<file path="src/rtl/rtc_pkg.sv">
// -----------------------------------------------------------------------------
// rtc_pkg
// Shared types and digit-limit constants for the real-time clock.
//   bcd_t            : one BCD digit (4 bits)
//   *_MAX constants  : largest legal value of each digit position
//   time_valid()     : checks a packed {HR_M,HR_L,MIN_M,MIN_L,SEC_M,SEC_L}
//                      time for BCD legality and 24-hour range
// -----------------------------------------------------------------------------
package rtc_pkg;

    typedef logic [3:0] bcd_t;

    localparam bcd_t SEC_TENS_MAX      = 4'd5;
    localparam bcd_t MIN_TENS_MAX      = 4'd5;
    localparam bcd_t HR_MAX_TENS       = 4'd2;
    localparam bcd_t HR_MAX_UNITS_AT_2 = 4'd3;
    localparam bcd_t DIGIT_MAX         = 4'd9;

    // True when every digit is BCD and the time lies in 00:00:00..23:59:59.
    function automatic logic time_valid(input logic [23:0] t);
        bcd_t hm;
        bcd_t hl;
        bcd_t mm;
        bcd_t ml;
        bcd_t sm;
        bcd_t sl;
        logic hr_ok;
        hm = t[23:20];
        hl = t[19:16];
        mm = t[15:12];
        ml = t[11:8];
        sm = t[7:4];
        sl = t[3:0];
        hr_ok = (hm < HR_MAX_TENS && hl <= DIGIT_MAX) ||
                (hm == HR_MAX_TENS && hl <= HR_MAX_UNITS_AT_2);
        return hr_ok &&
               (mm <= MIN_TENS_MAX) && (ml <= DIGIT_MAX) &&
               (sm <= SEC_TENS_MAX) && (sl <= DIGIT_MAX);
    endfunction

endpackage

</file>
<file path="src/rtl/rtc_bcd_counter.sv">
// -----------------------------------------------------------------------------
// rtc_bcd_counter
// Two-digit BCD counter used for seconds/minutes (MODULUS=60) and hours
// (MODULUS=24).
//   clk    : clock
//   reset  : asynchronous active-low reset, clears both digits
//   en     : advance by one on this edge
//   ld     : parallel load (priority over en)
//   ld_tens/ld_units : values copied on ld (caller guarantees legality)
//   tens/units       : registered digit outputs
//   carry  : combinational, high when en is set and the counter is at its top
//            value, so the next stage advances on the very same edge
// -----------------------------------------------------------------------------
module rtc_bcd_counter
    import rtc_pkg::*;
#(
    parameter int MODULUS = 60
) (
    input  logic clk,
    input  logic reset,
    input  logic en,
    input  logic ld,
    input  bcd_t ld_tens,
    input  bcd_t ld_units,
    output bcd_t tens,
    output bcd_t units,
    output logic carry
);

    // Top value is 59 for a 60-modulus counter and 23 for hours.
    localparam bcd_t TENS_TOP  = (MODULUS == 24) ? HR_MAX_TENS : MIN_TENS_MAX;
    localparam bcd_t UNITS_TOP = (MODULUS == 24) ? HR_MAX_UNITS_AT_2 : DIGIT_MAX;

    bcd_t tens_r;
    bcd_t units_r;
    bcd_t tens_nxt_s;
    bcd_t units_nxt_s;
    logic at_top_s;

    assign at_top_s = (tens_r == TENS_TOP) && (units_r == UNITS_TOP);
    assign carry    = en && at_top_s;
    assign tens     = tens_r;
    assign units    = units_r;

    // Next-state selection: load, wrap at top, units rollover, or increment.
    always_comb begin
        tens_nxt_s  = tens_r;
        units_nxt_s = units_r;
        if (ld) begin
            tens_nxt_s  = ld_tens;
            units_nxt_s = ld_units;
        end else if (en) begin
            if (at_top_s) begin
                tens_nxt_s  = 4'd0;
                units_nxt_s = 4'd0;
            end else if (units_r >= DIGIT_MAX) begin
                tens_nxt_s  = tens_r + 4'd1;
                units_nxt_s = 4'd0;
            end else begin
                tens_nxt_s  = tens_r;
                units_nxt_s = units_r + 4'd1;
            end
        end else begin
            tens_nxt_s  = tens_r;
            units_nxt_s = units_r;
        end
    end

    // Digit registers.
    always_ff @(posedge clk or negedge reset) begin
        if (!reset) begin
            tens_r  <= 4'd0;
            units_r <= 4'd0;
        end else begin
            tens_r  <= tens_nxt_s;
            units_r <= units_nxt_s;
        end
    end

endmodule

</file>
<file path="src/rtl/rtc_top.sv">
// -----------------------------------------------------------------------------
// rtc_top
// 24-hour BCD real-time clock: prescaler, seconds/minutes/hours counters with
// a same-edge carry chain, and an optional time-load path.
//   Parameter TICKS_PER_SEC : clk edges per one-second advance (1..2^26)
//   clk        : clock
//   reset      : asynchronous active-low reset, clears time and prescaler
//   load       : (RTC_LOAD_EN only) load request, priority over counting
//   load_time  : (RTC_LOAD_EN only) {HR_M,HR_L,MIN_M,MIN_L,SEC_M,SEC_L};
//                an illegal time is ignored and counting continues
//   HR_M..SEC_L: registered BCD digits
// Build option: define RTC_LOAD_EN to include the load ports.
// -----------------------------------------------------------------------------
module rtc_top
    import rtc_pkg::*;
#(
    parameter int TICKS_PER_SEC = 1
) (
    input  logic        clk,
    input  logic        reset,
`ifdef RTC_LOAD_EN
    input  logic        load,
    input  logic [23:0] load_time,
`endif
    output logic [3:0]  HR_M,
    output logic [3:0]  HR_L,
    output logic [3:0]  MIN_M,
    output logic [3:0]  MIN_L,
    output logic [3:0]  SEC_M,
    output logic [3:0]  SEC_L
);

    localparam int PW = (TICKS_PER_SEC > 1) ? $clog2(TICKS_PER_SEC) : 1;
    localparam logic [PW-1:0] PRESC_LAST = PW'(TICKS_PER_SEC - 1);

    logic [PW-1:0] presc_r;
    logic          sec_tick_s;
    logic          load_ok_s;
    logic [23:0]   load_time_s;
    logic          sec_carry_s;
    logic          min_carry_s;
    logic          day_wrap_unused_s;

`ifdef RTC_LOAD_EN
    // A load request is honoured only for a legal BCD 24-hour time.
    assign load_ok_s   = load && time_valid(load_time);
    assign load_time_s = load_time;
`else
    assign load_ok_s   = 1'b0;
    assign load_time_s = 24'h00_0000;
`endif

    assign sec_tick_s = (presc_r == PRESC_LAST);

    // Prescaler: counts 0..TICKS_PER_SEC-1; a load restarts the second.
    always_ff @(posedge clk or negedge reset) begin
        if (!reset) begin
            presc_r <= {PW{1'b0}};
        end else if (load_ok_s || sec_tick_s) begin
            presc_r <= {PW{1'b0}};
        end else begin
            presc_r <= presc_r + PW'(1);
        end
    end

    rtc_bcd_counter #(.MODULUS(60)) u_sec (
        .clk      (clk),
        .reset    (reset),
        .en       (sec_tick_s),
        .ld       (load_ok_s),
        .ld_tens  (load_time_s[7:4]),
        .ld_units (load_time_s[3:0]),
        .tens     (SEC_M),
        .units    (SEC_L),
        .carry    (sec_carry_s)
    );

    rtc_bcd_counter #(.MODULUS(60)) u_min (
        .clk      (clk),
        .reset    (reset),
        .en       (sec_carry_s),
        .ld       (load_ok_s),
        .ld_tens  (load_time_s[15:12]),
        .ld_units (load_time_s[11:8]),
        .tens     (MIN_M),
        .units    (MIN_L),
        .carry    (min_carry_s)
    );

    rtc_bcd_counter #(.MODULUS(24)) u_hr (
        .clk      (clk),
        .reset    (reset),
        .en       (min_carry_s),
        .ld       (load_ok_s),
        .ld_tens  (load_time_s[23:20]),
        .ld_units (load_time_s[19:16]),
        .tens     (HR_M),
        .units    (HR_L),
        .carry    (day_wrap_unused_s)
    );

endmodule

</file>
<file path="config.mk">
export PLATFORM = sky130hd
export DESIGN_NAME = rtc_top
export DESIGN_NICKNAME = d
export VERILOG_FILES = /design/src/rtl/rtc_pkg.sv /design/src/rtl/rtc_bcd_counter.sv /design/src/rtl/rtc_top.sv
export SDC_FILE = /design/constraint.sdc
export NUM_CORES = 1
export LEC_CHECK = 0
export CORE_MARGIN = 2
export CORE_UTILIZATION = 56
export CTS_BUF_LIST = sky130_fd_sc_hd__clkbuf_4 sky130_fd_sc_hd__clkbuf_8
export DETAILED_ROUTE_END_ITERATION = 6
export PLACE_DENSITY = 0.82
export SYNTH_ARGS = -nofsm -noshare
export SYNTH_HDL_FRONTEND = slang
export SYNTH_HIERARCHICAL = 1
export SYNTH_SLANG_ARGS = --single-unit
</file>
<file path="constraint.sdc">
create_clock -name clk -period 3 [get_ports clk]
set_input_delay 0.75 -clock clk [delete_from_list [all_inputs] [get_ports clk]]
set_output_delay 0.75 -clock clk [all_outputs]
set_load 0.01 [all_outputs]
</file>
==> run metrics <==
status=finished, final reports clean; final wirelength=3390 um; row count=20; Slew headroom=66.0%; Final nets=261; first drt pass iteration count=4; area grow syn2layout=25.7%; yosys warns=6; post-route minimum period=2.60 ns; Hold Fails Final Rpt=0; DRC=0; sw frac=30.4%; Placer Congestion=0.792; Pins Over Slew Limit=0; gr ovfl total=0; TritonCTS Buffers=3; Setup crit start=u_sec/tens[1]$_DFFE_PN0P_; reg2reg path depth=9; final setup TNS=0 ns; H-tree levels=1; CTS tree=yes; worst r2r dst=u_hr/units[3]$_DFFE_PN0P_; number of setup violations in the final report=0; Gate Count Post-Synth=187; CTS root buffer=clkbuf_4; vias in the first global route=1377; n_diodes=0; combinational cell fraction of total power=29.0%; initial core utilization=57.6%; Min-Delay Path Class=flop to flop; initial antenna violation count=0; clk buf depth=2; post-CTS setup buffer count=0; mapped cell area=1720 um^2; pwr dens=424 nW/um^2; Max-cap violations=0; Sw Pwr=0.278 mW; die area=3520 um^2; Internal=0.636 mW; starting DRC count in detailed routing=67; Worst setup SP type=flop; CP endpoint=u_hr/units[3]$_DFFE_PN0P_; largest net degree at the start of global routing=25; Via density=5.24; Port-buffer cells=25; flop-to-flop setup slack=0.40 ns; Core Util, Final=72.4%; CTS sink cnt=24; Leak=0.974 nW; I/O Pins=26; Clk Latency, worst-skew pair=0.32 ns; unrepaired setup endpoints after global routing=no; DRT antenna net count=0; Clock transition at path regs=0.15 ns; Max Freq=385 MHz; cts repair resizes=0; Clock Skews=0.0183 ns; Horiz. Die Dim=59.3 um; slew at the pin closest to its max-slew limit=0.507 ns; WL per Instance=12.3 um; Max FO, Critical Path=9; first-pass GRT wire length=5750 um; Worst Path Arrival=2.86 ns; fin crit share=86.7%; reg-to-reg startpoint=u_sec/tens[1]$_DFFE_PN0P_; routed vias=1446; Core Area=2980 um^2; hold_buf cts=0; Post-DP HPWL=2470 um; IR drop worst, VDD=0.203 mV; Clk pwr share=25.9%; GRT Util Overall=21.1%; Setup crit end kind=flop; Die Ht=59.3 um; Seq pwr share=45.0%; critical path class=flop to flop; WP data required=3.26 ns; syn_area_per_cell=9.17 um^2; layout cells sized above 1=8.23%
==> metrics by stage <==
| step | total power, mW | hold WS, ns | instance area (um^2) | worst slack, ns | cells |
|---|---|---|---|---|---|
| final | 0.914 | 0.608 | 2160 | 0.400 | 276 |
| after global routing | 0.973 | 0.636 | 2160 | 0.139 | 276 |
| after CTS | 0.921 | 0.613 | 2160 | 0.390 | 276 |
| after detailed placement | 0.678 | 0.588 | 2100 | 0.429 | 272 |
| after global placement | 0.672 | 0.580 | 2100 | 0.570 | 272 |
| after floorplan | 0.568 | 0.454 | 1840 | 0.806 | 220 |
==> registers in the layout, summed over array words and instances (netlist names) <==
| name | cells |
|---|---|
| u_sec/tens | 4 |
| u_hr/tens | 4 |
| u_min/tens | 4 |
| u_hr/units | 4 |
| u_min/units | 4 |
| u_sec/units | 4 |
==> worst min path at each step <==
stage	from	to	slack [ns]	depth (start not counted)
final	u_hr/tens[3]$_DFFE_PN0P_	u_hr/tens[3]$_DFFE_PN0P_	0.61	2
after detailed placement	u_hr/tens[1]$_DFFE_PN0P_	u_hr/tens[1]$_DFFE_PN0P_	0.59	1
after CTS	u_hr/tens[3]$_DFFE_PN0P_	u_hr/tens[3]$_DFFE_PN0P_	0.61	2
after global placement	u_hr/tens[1]$_DFFE_PN0P_	u_hr/tens[1]$_DFFE_PN0P_	0.58	1
after global routing	u_hr/tens[3]$_DFFE_PN0P_	u_hr/tens[3]$_DFFE_PN0P_	0.64	2
after floorplan	reset	u_hr/tens[0]$_DFFE_PN0P_	0.45	0
==> power by group through the flow <==
| stage | clock (mW) | combinational [mW] | sequential, mW |
|---|---|---|---|
| 6_report | 0.237 | 0.265 | 0.412 |
| 5_1_grt | 0.257 | 0.296 | 0.419 |
| 4_1_cts | 0.245 | 0.264 | 0.412 |
| 3_5_place_dp | 0 | 0.261 | 0.417 |
| 3_3_place_gp | 0 | 0.256 | 0.416 |
| 2_1_floorplan | 0 | 0.144 | 0.425 |
==> layer usage <==
layer / wire length (um) / track usage [%]
met1: 1590 / 25.7
met2: 1670 / 38.1
met4: 46 / 7.79
met3: 81 / 1.97
met5: 0 / 0
==> placed cells by master (no fill, tap or decap), types with 2 or more instances in the layout <==
| cell | count |
|---|---|
| a21oi_1 | 13 |
| a221o_1 | 3 |
| a22oi_1 | 2 |
| a31oi_1 | 3 |
| a41oi_1 | 2 |
| clkbuf_4 | 3 |
| clkdlybuf4s50_1 | 25 |
| conb_1 | 35 |
| dfrtp_1 | 24 |
| ha_1 | 15 |
| inv_1 | 17 |
| mux2_2 | 3 |
| mux2i_1 | 5 |
| nand2_1 | 20 |
| nand3_1 | 9 |
| nor2_1 | 8 |
| nor2b_1 | 7 |
| nor3_1 | 3 |
| o21ai_0 | 8 |
| o21ai_1 | 3 |
| o31ai_1 | 3 |
| or3b_4 | 2 |
==> worst max-delay path: stages (launching register included) <==
cell and delay (ns):
dfrtp_1 0.44, inv_1 0.10, ha_1 0.15, and4b_1 0.26, nand2_1 0.11, nor2_1 0.41
and3_1 0.42, inv_1 0.11, or3_1 0.36, a32oi_1 0.19
==> cell type report <==
class	instances	area, um^2
inverters	17	63.8
clock inverters	1	30.0
fillers	216	822
flip-flops and latches	24	601
multi-input cells	172	1140
clock buffers	3	22.5
repair buffers	26	258
well taps	33	41.3
(Power assumes the default switching activity.)
